<file path="src/rtl/preamble_tx_pkg.sv">
// Shared definitions for the preamble correlation link:
// frame FSM states and counter widths used by both link ends.
package preamble_tx_pkg;

    typedef enum logic [1:0] {
        IDLE     = 2'd0,
        PREAMBLE = 2'd1,
        PAYLOAD  = 2'd2,
        GAP      = 2'd3
    } state_e;

    function automatic int ndata_log(input int ndata);
        return $clog2(ndata);
    endfunction

    function automatic int pre_cnt_w(input int ndata);
        return ndata_log(ndata) + 1;
    endfunction

    function automatic int pay_cnt_w(input int nbytes);
        return $clog2(8 * nbytes) + 1;
    endfunction

    function automatic int gap_cnt_w(input int ngap);
        return $clog2(ngap) + 1;
    endfunction

    function automatic int fetch_cnt_w(input int nbytes);
        return $clog2(nbytes) + 1;
    endfunction

endpackage

</file>
<file path="src/rtl/preamble_tx_byte_serializer.sv">
// Payload byte path: one-byte holding buffer feeding an 8-bit MSB-first
// shifter, with ready generation and per-stall underrun flag.
module byte_serializer
    import preamble_tx_pkg::*;
#(
    parameter int NBYTES = 4
) (
    input  logic       clk,
    input  logic       rst,
    input  logic       clear_i,
    input  logic       fetch_en_i,
    input  logic       take_i,
    input  logic [7:0] din_i,
    input  logic       din_valid_i,
    output logic       din_ready_o,
    output logic       bit_avail_o,
    output logic       bit_o,
    output logic       underrun_o
);

    localparam int FW = fetch_cnt_w(NBYTES);
    localparam logic [FW-1:0] FETCH_MAX = FW'(NBYTES);

    logic [7:0]    hold_q, hold_d;
    logic          full_q, full_d;
    logic [7:0]    sh_q, sh_d;
    logic [2:0]    cnt_q, cnt_d;
    logic [FW-1:0] fetched_q, fetched_d;
    logic          underrun_q, underrun_d;
    logic          hs;
    logic          sh_busy;
    logic          direct;

    assign din_ready_o = fetch_en_i && !full_q && (fetched_q < FETCH_MAX);
    assign hs          = din_valid_i && din_ready_o;
    assign sh_busy     = (cnt_q != 3'd0);
    assign bit_avail_o = sh_busy || full_q || hs;
    assign bit_o       = sh_busy ? sh_q[7] : (full_q ? hold_q[7] : din_i[7]);
    assign underrun_o  = underrun_q;

    // An arriving byte bypasses the buffer when the shifter needs it now.
    assign direct = take_i && !sh_busy && !full_q;

    always_comb begin
        hold_d     = hold_q;
        full_d     = full_q;
        sh_d       = sh_q;
        cnt_d      = cnt_q;
        fetched_d  = fetched_q;
        underrun_d = take_i && !bit_avail_o;

        if (hs) begin
            fetched_d = fetched_q + FW'(1);
        end

        if (take_i) begin
            if (sh_busy) begin
                sh_d  = {sh_q[6:0], 1'b0};
                cnt_d = cnt_q - 3'd1;
            end else if (full_q) begin
                sh_d   = {hold_q[6:0], 1'b0};
                cnt_d  = 3'd7;
                full_d = 1'b0;
            end else if (hs) begin
                sh_d  = {din_i[6:0], 1'b0};
                cnt_d = 3'd7;
            end
        end

        if (hs && !direct) begin
            hold_d = din_i;
            full_d = 1'b1;
        end

        if (clear_i) begin
            full_d    = 1'b0;
            cnt_d     = 3'd0;
            fetched_d = '0;
        end
    end

    always_ff @(posedge clk) begin
        if (rst) begin
            hold_q     <= 8'd0;
            full_q     <= 1'b0;
            sh_q       <= 8'd0;
            cnt_q      <= 3'd0;
            fetched_q  <= '0;
            underrun_q <= 1'b0;
        end else begin
            hold_q     <= hold_d;
            full_q     <= full_d;
            sh_q       <= sh_d;
            cnt_q      <= cnt_d;
            fetched_q  <= fetched_d;
            underrun_q <= underrun_d;
        end
    end

endmodule

</file>
<file path="src/rtl/preamble_tx.sv">
// Frame transmitter: serial preamble, fixed-length payload, idle gap.
// Output registers always carry the bit for the current cycle.
module preamble_tx
    import preamble_tx_pkg::*;
#(
    parameter int NDATA  = 128,
    parameter int NBYTES = 4,
    parameter int NGAP   = 8
) (
    input  logic             clk,
    input  logic             rst,
    input  logic             start,
    input  logic [NDATA-1:0] dinRef,
    input  logic [7:0]       dinPayload,
    input  logic             dinValid,
    output logic             dinReady,
    output logic             dout,
    output logic             doutValid,
    output logic             doutSof,
    output logic             busy,
    output logic             done,
    output logic             underrun
);

    localparam int PW = pre_cnt_w(NDATA);
    localparam int YW = pay_cnt_w(NBYTES);
    localparam int GW = gap_cnt_w(NGAP);
    localparam logic [PW-1:0] PRE_LAST  = PW'(NDATA);
    localparam logic [YW-1:0] PAY_TOTAL = YW'(8 * NBYTES);
    localparam logic [GW-1:0] GAP_LAST  = GW'(NGAP);

    state_e           state_q, state_d;
    logic [NDATA-1:0] sr_q, sr_d;
    logic [PW-1:0]    pre_cnt_q, pre_cnt_d;
    logic [YW-1:0]    pay_cnt_q, pay_cnt_d;
    logic [GW-1:0]    gap_cnt_q, gap_cnt_d;
    logic             dout_q, dout_d;
    logic             valid_q, valid_d;
    logic             sof_q, sof_d;
    logic             done_q, done_d;
    logic             take;
    logic             clear;
    logic             fetch_en;
    logic             bit_avail;
    logic             bit_val;

    assign fetch_en = (state_q == PREAMBLE) || (state_q == PAYLOAD);

    byte_serializer #(
        .NBYTES(NBYTES)
    ) u_ser (
        .clk        (clk),
        .rst        (rst),
        .clear_i    (clear),
        .fetch_en_i (fetch_en),
        .take_i     (take),
        .din_i      (dinPayload),
        .din_valid_i(dinValid),
        .din_ready_o(dinReady),
        .bit_avail_o(bit_avail),
        .bit_o      (bit_val),
        .underrun_o (underrun)
    );

    always_comb begin
        state_d   = state_q;
        sr_d      = sr_q;
        pre_cnt_d = pre_cnt_q;
        pay_cnt_d = pay_cnt_q;
        gap_cnt_d = gap_cnt_q;
        dout_d    = 1'b0;
        valid_d   = 1'b0;
        sof_d     = 1'b0;
        done_d    = 1'b0;
        take      = 1'b0;
        clear     = 1'b0;

        unique case (state_q)
            IDLE: begin
                if (start) begin
                    state_d   = PREAMBLE;
                    sr_d      = {dinRef[NDATA-2:0], 1'b0};
                    dout_d    = dinRef[NDATA-1];
                    valid_d   = 1'b1;
                    sof_d     = 1'b1;
                    pre_cnt_d = PW'(1);
                    pay_cnt_d = '0;
                    gap_cnt_d = '0;
                    clear     = 1'b1;
                end
            end
            PREAMBLE: begin
                if (pre_cnt_q == PRE_LAST) begin
                    // Last preamble bit is on the line: fetch payload bit 0.
                    state_d = PAYLOAD;
                    take    = 1'b1;
                    if (bit_avail) begin
                        dout_d    = bit_val;
                        valid_d   = 1'b1;
                        pay_cnt_d = YW'(1);
                    end
                end else begin
                    dout_d    = sr_q[NDATA-1];
                    sr_d      = {sr_q[NDATA-2:0], 1'b0};
                    valid_d   = 1'b1;
                    pre_cnt_d = pre_cnt_q + PW'(1);
                end
            end
            PAYLOAD: begin
                if (pay_cnt_q == PAY_TOTAL) begin
                    state_d   = GAP;
                    gap_cnt_d = GW'(1);
                end else begin
                    take = 1'b1;
                    if (bit_avail) begin
                        dout_d    = bit_val;
                        valid_d   = 1'b1;
                        pay_cnt_d = pay_cnt_q + YW'(1);
                    end
                end
            end
            GAP: begin
                if (gap_cnt_q == GAP_LAST) begin
                    state_d = IDLE;
                    done_d  = 1'b1;
                end else begin
                    gap_cnt_d = gap_cnt_q + GW'(1);
                end
            end
        endcase
    end

    always_ff @(posedge clk) begin
        if (rst) begin
            state_q   <= IDLE;
            sr_q      <= '0;
            pre_cnt_q <= '0;
            pay_cnt_q <= '0;
            gap_cnt_q <= '0;
            dout_q    <= 1'b0;
            valid_q   <= 1'b0;
            sof_q     <= 1'b0;
            done_q    <= 1'b0;
        end else begin
            state_q   <= state_d;
            sr_q      <= sr_d;
            pre_cnt_q <= pre_cnt_d;
            pay_cnt_q <= pay_cnt_d;
            gap_cnt_q <= gap_cnt_d;
            dout_q    <= dout_d;
            valid_q   <= valid_d;
            sof_q     <= sof_d;
            done_q    <= done_d;
        end
    end

    assign dout      = dout_q;
    assign doutValid = valid_q;
    assign doutSof   = sof_q;
    assign done      = done_q;
    assign busy      = (state_q != IDLE);

endmodule
</file>
<file path="config.mk">
export PLATFORM = sky130hd
export DESIGN_NAME = preamble_tx
export DESIGN_NICKNAME = d
export VERILOG_FILES = /design/src/rtl/preamble_tx_pkg.sv /design/src/rtl/preamble_tx_byte_serializer.sv /design/src/rtl/preamble_tx.sv
export SDC_FILE = /design/constraint.sdc
export NUM_CORES = 1
export LEC_CHECK = 0
export ABC_AREA = 1
export ABC_CLOCK_PERIOD_IN_PS = 2250
export CAP_MARGIN = 20
export CORE_MARGIN = 1.5
export CORE_UTILIZATION = 35
export CTS_BUF_LIST = sky130_fd_sc_hd__clkbuf_8
export DETAILED_ROUTE_END_ITERATION = 8
export GPL_TIMING_DRIVEN = 0
export MAX_ROUTING_LAYER = met4
export PLACE_DENSITY = 0.61
export SYNTH_ARGS = -nofsm -noshare
export SYNTH_HDL_FRONTEND = slang
export SYNTH_SLANG_ARGS = --single-unit
</file>
<file path="constraint.sdc">
create_clock -name clk -period 2.25 [get_ports clk]
set_input_delay 0.675 -clock clk [delete_from_list [all_inputs] [get_ports clk]]
set_output_delay 0.675 -clock clk [all_outputs]
set_load 0.1 [all_outputs]
</file>
==> impl_metrics.toml <==
[cts]
cts_tree = "yes"
cts.sinks = 174
ctsHtreeMaxLevel = 4
clockBufferDepth = 2
clk_pin_slew_ns = 0.10
numCtsBuffers = 17
hold_buffers = 0
worstSkewPairLatency_ns = 0.45
cts_root_buf = "clkbuf_8"

[global_routing]
antenna_found_initial = 0
grt_max_degree = 19
grt_pass1_wl_um = 37800
grt.total_usage_pct = 18.3
grt_pass1_vias = 7865
gr-total-overflow = 0

[flow_run]
maxCapViolations = 0

[yosys]
synthAdderAreaFrac_pct = 1.86
synth_xor_area_share_pct = 0.502
synthArstFlopShare_pct = 0
synthCells = 1354
yosys.area_share.simple_pct = 37.1
synth_edf_count = 0
synth.avg_cell_area_um2 = 6.45
synth_compound_area_share_pct = 11.5
synth_top_family_by_area = "simple AND/OR/NAND/NOR gates"
syn_area_mm2 = 0.00873
synthMuxAreaShare_pct = 0
syn-num-nets = 1507
synth_flop_cell = "dfxtp_1"
ys_seq_elements = 174
yosys.cell_types.count = 30
ys_warn_count = 0
ys_seq_area_share_pct = 39.9

[cells_and_area]
drive_above_1_share_pct = 8.16
post-route-util_pct = 45.4
final_common_cell = "nand2_1"
layout_common_cells = "455 x nand2_1, 296 x nor2_1, 172 x dfxtp_1"
nets = 1671
diodes = 0
final_cells = 1855
areaGrowthSynthToFinish_pct = 26.8

[timing]
tns_ns = 0
finalCriticalPeriod_ns = 2.21
timing.final.max_slew_violations = 0
hold_violations = 0
slew-limit-headroom_pct = 64.3
tightest_slew_ns = 0.535
fmax_mhz = 453
finalSetupViolCount = 0
fin_crit_sh_pct = 98.1
skew_ns = 0.0153
rsz0062_at_grt = "yes"

[power_and_ir_drop]
swShare_pct = 41.8
clkPwrFrac_pct = 17.6
seqPwrFrac_pct = 37.6
switching_power_mw = 5.65
power_density_mw_per_mm2 = 1220
vdd_drop_max_uv = 625
combPwrFrac_pct = 44.8
power_leakage_nw = 5.03
internal_power_mw = 7.87
p_total_mw = 13.5

[floorplan]
start_util_pct = 35.8
die_x_um = 161
dieHeight_um = 161
rows = 57
ios = 147
die_area_mm2 = 0.0259
coreArea_mm2 = 0.0244

[worst_setup_path]
cp_top_family = "flip-flops"
path_class = "reg2out"
required_ns = 1.57
crit_path_cell_trace = "inv_4 > ha_4 > inv_4 > nor3_4 > buf_12"
worst_path_largest_cell_delay_ns = 0.39
start_kind = "register"
reg2reg_slack_ns = 0.27
end_kind = "output pin"
crit_buf_inv = 3
crit_path_max_fanout = 4
critPathSlowestCell = "dfxtp_4"
reg2regPathDepth = 7
cp.depth = 5
arrival_ns = 1.53
crit_top_cell = "inv_4"

[min_path]
hold_class = "reg2reg"
hold_depth = 2

[drt]
num_vias = 8489
drt-pass1-iter-count = 4
post_drt_wl_per_cell_um = 12.0
drc = 0
drtAntennaViolNets = 0
vias_per_cell = 4.58
totalWireLength_um = 22300
drt_iter0_markers = 438

[place]
dp_cells = 1823
place_congestion = 0.852
dp.final_hpwl_um = 16100
portBuffers = 145

[outcome]
status = "finished, final reports clean"
==> sequential cells by signal (all words and copies together) (netlist names) <==
register and cells:
sr_q 127, pre_cnt_q 8, u_ser.hold_q 8, u_ser.sh_q 7
pay_cnt_q 6, gap_cnt_q 4, u_ser.cnt_q 3, u_ser.fetched_q 3
state_q 2, done 1, dout 1, doutSof 1
doutValid 1, u_ser.full_q 1, u_ser.underrun_o 1
==> what timing repair did <==
item / CTS / global route
setup endpoints to repair: 8 / 1
resized for setup: 31 / 2
endpoints found under the hold margin: 0 / 0
setup buffers: 2 / 0
pin swaps: 2 / 0
==> cell families after synthesis <==
logic type,Yosys count
simple gates,818
buf+inv,147
compound gates,197
fa+ha+maj,13
flops,174
xor+xnor,5
==> synth_stat cells, types with 2 or more instances <==
library cell / instances / area, µm²
nor3b_1: 2 / 15.0
inv_2: 6 / 22.5
buf_4: 4 / 30.0
a21oi_1: 46 / 230
a31oi_1: 2 / 12.5
nand2_2: 5 / 31.3
buf_6: 26 / 293
o21ai_1: 18 / 90.1
ha_1: 13 / 163
nand4_1: 13 / 81.3
inv_1: 54 / 203
nor2_2: 2 / 12.5
nor2_4: 2 / 22.5
nand3_1: 31 / 155
nor3_1: 7 / 35.0
o21ai_0: 129 / 646
dfxtp_1: 174 / 3480
nor2_1: 296 / 1110
xor2_1: 4 / 35.0
clkbuf_1: 29 / 109
nand2_1: 455 / 1710
buf_2: 28 / 140
==> cell type report <==
class	instances	area, µm²
clock buffers	18	248
inverters	60	230
multi-input cells	1033	4470
plain buffers	85	564
flip-flops and latches	174	3490
clock inverters	14	180
well taps	324	405
fillers	2625	13300
repair buffers	147	1480
==> per-stage QoR <==
stage          cell area, µm²  hold WS (ns)  worst slack (ns)
6_report                11100         0.454            0.0427
5_1_grt                 11100         0.485           -0.0373
4_1_cts                 11100         0.458          -0.00957
3_5_place_dp            10600         0.442            -0.606
3_3_place_gp            10600         0.436            -0.596
2_1_floorplan            8760         0.425           -0.0273
==> worst register-to-register path: cells and delay by family, from the launching register on <==
family / cells / cell delay (ns)
flops: 1 / 0.35
compound gates: 1 / 0.20
buf+inv: 4 / 0.97
simple gates: 1 / 0.23
fa+ha+maj: 1 / 0.16
==> final timing paths <==
check	start	to
setup / recovery	state_q[1]$_SDFFE_PP0P_	dinReady
hold / removal	u_ser.sh_q[4]$_SDFFE_PP0P_	u_ser.sh_q[4]$_SDFFE_PP0P_
setup reg to reg	state_q[0]$_SDFFE_PP0P_	pre_cnt_q[3]$_SDFFE_PP0P_
hold reg to reg	u_ser.sh_q[4]$_SDFFE_PP0P_	u_ser.sh_q[4]$_SDFFE_PP0P_
==> power by group through the flow <==
| stage | clock (mW) | sequential [mW] | combinational, mW |
|---|---|---|---|
| 2_1_floorplan | 0 | 5.12 | 4.47 |
| 6_report | 2.38 | 5.08 | 6.05 |
| 3_5_place_dp | 0 | 5.14 | 6.07 |
| 4_1_cts | 2.48 | 5.08 | 6.11 |
| 3_3_place_gp | 0 | 5.10 | 6.01 |
| 5_1_grt | 2.61 | 5.25 | 6.94 |
==> routing by layer <==
| layer | routed length, µm | GRT usage (%) | part of all wire, % | up-vias |
|---|---|---|---|---|
| met5 | 0 | - | 0 | - |
| met4 | 289 | 5.05 | 1.3 | 0 |
| met3 | 800 | 3.05 | 3.6 | 17 |
| met2 | 10100 | 27.9 | 45 | 147 |
| met1 | 11200 | 24.9 | 50 | 3764 |
| li1 | - | - | - | 4561 |
No activity file was read; power rests on OpenSTA's default activity.
